$ cat src/rtl/ysyx_23060096_wb_arbiter.sv
// Write-back arbiter: grants one of EXU/LSU per cycle into a one-cycle
// write stage driving the register file, with decode-stage forwarding.
module ysyx_23060096_wb_arbiter #(
    parameter int ADDR_WIDTH   = 5,
    parameter int DATA_WIDTH   = 32,
    parameter int STARVE_LIMIT = 4
) (
    input  logic                  clk,
    input  logic                  rstn,
    input  logic                  exu_valid,
    output logic                  exu_ready,
    input  logic [ADDR_WIDTH-1:0] exu_rd,
    input  logic [DATA_WIDTH-1:0] exu_data,
    input  logic                  lsu_valid,
    output logic                  lsu_ready,
    input  logic [ADDR_WIDTH-1:0] lsu_rd,
    input  logic [DATA_WIDTH-1:0] lsu_data,
    output logic                  rf_wen,
    output logic [ADDR_WIDTH-1:0] rf_waddr,
    output logic [DATA_WIDTH-1:0] rf_wdata,
    input  logic [ADDR_WIDTH-1:0] fwd_ra,
    input  logic [ADDR_WIDTH-1:0] fwd_rb,
    output logic                  fwd_a_hit,
    output logic                  fwd_b_hit,
    output logic [DATA_WIDTH-1:0] fwd_a_data,
    output logic [DATA_WIDTH-1:0] fwd_b_data,
    output logic                  commit
);

    localparam logic [3:0] LIMIT = 4'(STARVE_LIMIT);

    logic [3:0]            starve_cnt;
    logic                  force_exu;
    logic                  accept;
    logic [ADDR_WIDTH-1:0] sel_rd;
    logic [DATA_WIDTH-1:0] sel_data;

    // LSU wins ties unless the EXU has lost LIMIT times in a row
    assign force_exu = (starve_cnt == LIMIT);
    assign exu_ready = rstn && exu_valid && (!lsu_valid || force_exu);
    assign lsu_ready = rstn && lsu_valid && !(exu_valid && force_exu);

    assign accept   = exu_ready || lsu_ready;
    assign sel_rd   = exu_ready ? exu_rd : lsu_rd;
    assign sel_data = exu_ready ? exu_data : lsu_data;

    always_ff @(posedge clk or negedge rstn) begin
        if (!rstn) begin
            starve_cnt <= 4'd0;
        end else if (exu_valid && lsu_ready) begin
            if (starve_cnt != LIMIT) begin
                starve_cnt <= starve_cnt + 4'd1;
            end
        end else begin
            starve_cnt <= 4'd0;
        end
    end

    always_ff @(posedge clk or negedge rstn) begin
        if (!rstn) begin
            rf_wen   <= 1'b0;
            rf_waddr <= '0;
            rf_wdata <= '0;
            commit   <= 1'b0;
        end else if (accept) begin
            rf_wen   <= (sel_rd != '0);
            rf_waddr <= sel_rd;
            rf_wdata <= sel_data;
            commit   <= 1'b1;
        end else begin
            rf_wen   <= 1'b0;
            commit   <= 1'b0;
        end
    end

    assign fwd_a_hit  = rf_wen && (fwd_ra == rf_waddr);
    assign fwd_b_hit  = rf_wen && (fwd_rb == rf_waddr);
    assign fwd_a_data = fwd_a_hit ? rf_wdata : '0;
    assign fwd_b_data = fwd_b_hit ? rf_wdata : '0;

endmodule

$ cat config.mk
export PLATFORM = sky130hd
export DESIGN_NAME = ysyx_23060096_wb_arbiter
export DESIGN_NICKNAME = d
export VERILOG_FILES = /design/src/rtl/ysyx_23060096_wb_arbiter.sv
export SDC_FILE = /design/constraint.sdc
export NUM_CORES = 1
export LEC_CHECK = 0
export CELL_PAD_IN_SITES_DETAIL_PLACEMENT = 2
export CELL_PAD_IN_SITES_GLOBAL_PLACEMENT = 2
export CORE_MARGIN = 2
export CORE_UTILIZATION = 19
export CTS_BUF_LIST = sky130_fd_sc_hd__clkbuf_16
export CTS_CLUSTER_SIZE = 14
export DETAILED_ROUTE_END_ITERATION = 16
export PLACE_DENSITY = 0.92
export SLEW_MARGIN = 20
export SYNTH_ARGS = -nofsm -noshare
export SYNTH_HDL_FRONTEND = slang
export SYNTH_SLANG_ARGS = --single-unit
export TNS_END_PERCENT = 100
$ cat constraint.sdc
create_clock -name clk -period 4.1 [get_ports clk]
set_input_delay 0.615 -clock clk [delete_from_list [all_inputs] [get_ports clk]]
set_output_delay 0.615 -clock clk [all_outputs]
set_load 0.03 [all_outputs]
==> results.txt, run 1 <==
Post-layout minimum cycle time -> 3.729 ns
Chip height -> 127.5 um
Critical Path End Type -> output port
CTS clock-pin slew for the worst setup and hold paths -> 0.07 ns
EDFF count, synth -> 0
Synth area leaders -> dfrtp_1, nor3_1, a211oi_1
Top-count cell post-synth -> nor3_1
Hold Slack -> 0.2749 ns
Placer Congestion -> 0.8497
Post-synth top area cell -> dfrtp_1
Reg-to-reg slack, setup -> 1.98 ns
RSZ-0062 raised after global routing -> no
Clock root cell -> clkbuf_16
Status -> finished clean
Slew @ Worst Pin -> 0.9336 ns
CP max FO -> 18
Pre-antenna DRT Iters -> 4
DR DRC count -> 0
Placed cell count -> 726
Primary FF master, synth -> dfrtp_1
Port bufs -> 194
CP Data Arrival Time -> 3.11 ns
Layout cells sized above 1 -> 0.04579
CP Data Required Time -> 3.48 ns
Number of buffers created by CTS -> 5
Global-route wire length before repair -> 25.50 mm
I/O pin total -> 195
Final wirelength -> 16.46 mm
Library cells used by synthesis -> 26
Post-CTS Setup Bufs -> 0
Worst Setup Start Kind -> input pin
Post-DP HPWL -> 11.74 mm
Initial antenna violation count -> 0
P_leak -> 1.837 nW
RR Startpoint -> starve_cnt[0]
Total die area -> 16250 sq um
Max Cap Viol -> 0
Starting density of the core -> 0.1927
TritonCTS clock tree -> built
Max IR drop VDD -> 143.6 uV
# diodes -> 0
Yosys warning total -> 0
Worst slew margin -> 0.3761
Reg2reg end -> rf_waddr[4]
Drt wl/cell -> 22.43 um
Initial DRC Count -> 160
# H-tree levels -> 2
Vias in the first global route -> 4361
Fin. max-slew vios -> 0
Largest net degree at the start of global routing -> 40
Final Hold Vio Count -> 0
Total grt overflow -> 0
Hold Buf Count CTS -> 0
Die Width -> 127.5 um
Syn Area/Cell -> 7.745 sq um
Finished Layout Cells -> 734
Setup-failing EPs final -> 0
Final nets -> 635
Gr usage total -> 0.2003
Sequential fraction of the synthesis area -> 0.3715
Worst setup path start -> fwd_ra[0]
Area growth syn-to-layout -> 77.67%
Seq cells post-synth -> 43
Syn nets -> 464
Mapped Cells -> 374
Syn Std Cell Area -> 2897 sq um
Core Footprint -> 15030 sq um
Power density cells -> 327.9 nW/um^2
Critical path type -> input pin to output port
Clock Skew -> 0.005830 ns
Fin util -> 0.3423
Post-CTS resize count -> 0
Top post-synthesis cells by count -> nor3_1, dfrtp_1, nand3_1, a211oi_1, a31oi_1
Clock Latency Late Sink -> 0.29 ns
Final Power -> 1.688 mW
Via count -> 3834
TNS Setup -> 0 ns
Site row count -> 45
R2R depth -> 6
CTS Sinks -> 43
Async set-reset flop share out of synthesis -> 1.000
Fmax -> 268.2 MHz
ANT nets after route -> 0
CTS max path bufs -> 2
Min-delay worst type -> input pin to asynchronous set/reset pin
Top-area cell type share of the netlist area -> 0.3715
Period utilization -> 0.9094
Vias/cell -> 5.223
[worst max-delay path, cell delays in order]
cell             delay (ns)
clkdlybuf4s50_1        0.47
xnor2_1                0.11
nand2_1                0.56
buf_4                  0.43
nor3_1                 0.21
clkdlybuf4s50_1        0.72
[area by class of cell]
type	count	area, sq um
fill	1678	9887
timing repair buffer	207	2029
multi-input combinational	252	1481
sequential	43	1076
tap	188	235.2
inverter	36	135.1
clock buffer	5	125.1
clock inverter	3	63.81
[stage by stage]
step                      worst slack [ns]  area, sq um
after floorplan                      1.653         2897
after global placement              0.5214         4957
after detailed placement            0.3840         4957
after CTS                           0.3829         5146
after global routing                0.3176         5146
final                               0.3713         5146
[worst max path at each step]
stage,to,slack [ns],depth (start not counted)
after CTS,fwd_a_data[29],0.38,6
after global routing,fwd_a_data[20],0.32,6
after floorplan,fwd_a_data[22],1.65,4
after detailed placement,fwd_a_data[29],0.38,6
after global placement,fwd_a_data[21],0.52,6
final,fwd_a_data[29],0.37,6
[layer usage]
layer | share of wire | up-vias | GRT usage
li1 | - | 1713 | -
met1 | 0.40 | 1965 | 0.2285
met2 | 0.54 | 128 | 0.3702
met3 | 0.039 | 28 | 0.03601
met4 | 0.028 | 0 | 0.07628
met5 | 0 | - | 0
[registers in the layout, indices dropped and copies added (netlist names)]
name and flops:
rf_wen 1, starve_cnt 4, rf_wdata 32, rf_waddr 5, commit 1
[cell usage in the layout, fill, tap and decap left out, drive strengths merged]
master,n
buf,15
a21o,1
xor2,1
nand4b,1
a211oi,37
ha,2
nand4,3
nor2,9
and4b,1
a31oi,37
clkbuf,5
nand2,4
nand3,38
o21ai,38
nor3,64
or4,2
xnor2,11
nand3b,1
dfrtp,43
clkdlybuf4s50,192
o32ai,1
and2,1
inv,37
bufinv,2
[cells by family (layout without fill, tap and decap cells)]
| family | Yosys count | in the layout | synth area share |
|---|---|---|---|
| buffers and inverters | 79 | 251 | 0.1184 |
| adders and majority gates | 2 | 2 | 0.008638 |
| and+or+nand+nor | 124 | 124 | 0.2181 |
| AOI/OAI and AO/OA | 114 | 114 | 0.2471 |
| DFF | 43 | 43 | 0.3715 |
| xor gates and xnor gates | 12 | 12 | 0.03628 |
[where the power goes]
| group | total [mW] | switching [mW] | leakage (nW) | internal, mW |
|---|---|---|---|---|
| sequential | 0.541 | 0.0589 | 0.517 | 0.482 |
| combinational | 0.619 | 0.362 | 1.23 | 0.258 |
| clock | 0.528 | 0.180 | 0.0952 | 0.348 |
Note: power is estimated with default switching activity, not from simulation.
==> run 2, diff against run 1 <==
Settings changed: SKIP_LAST_GASP from default to 1.
==> results of run 2 <==
No change in the layout: final DEF, timing and power equal those of run 1.
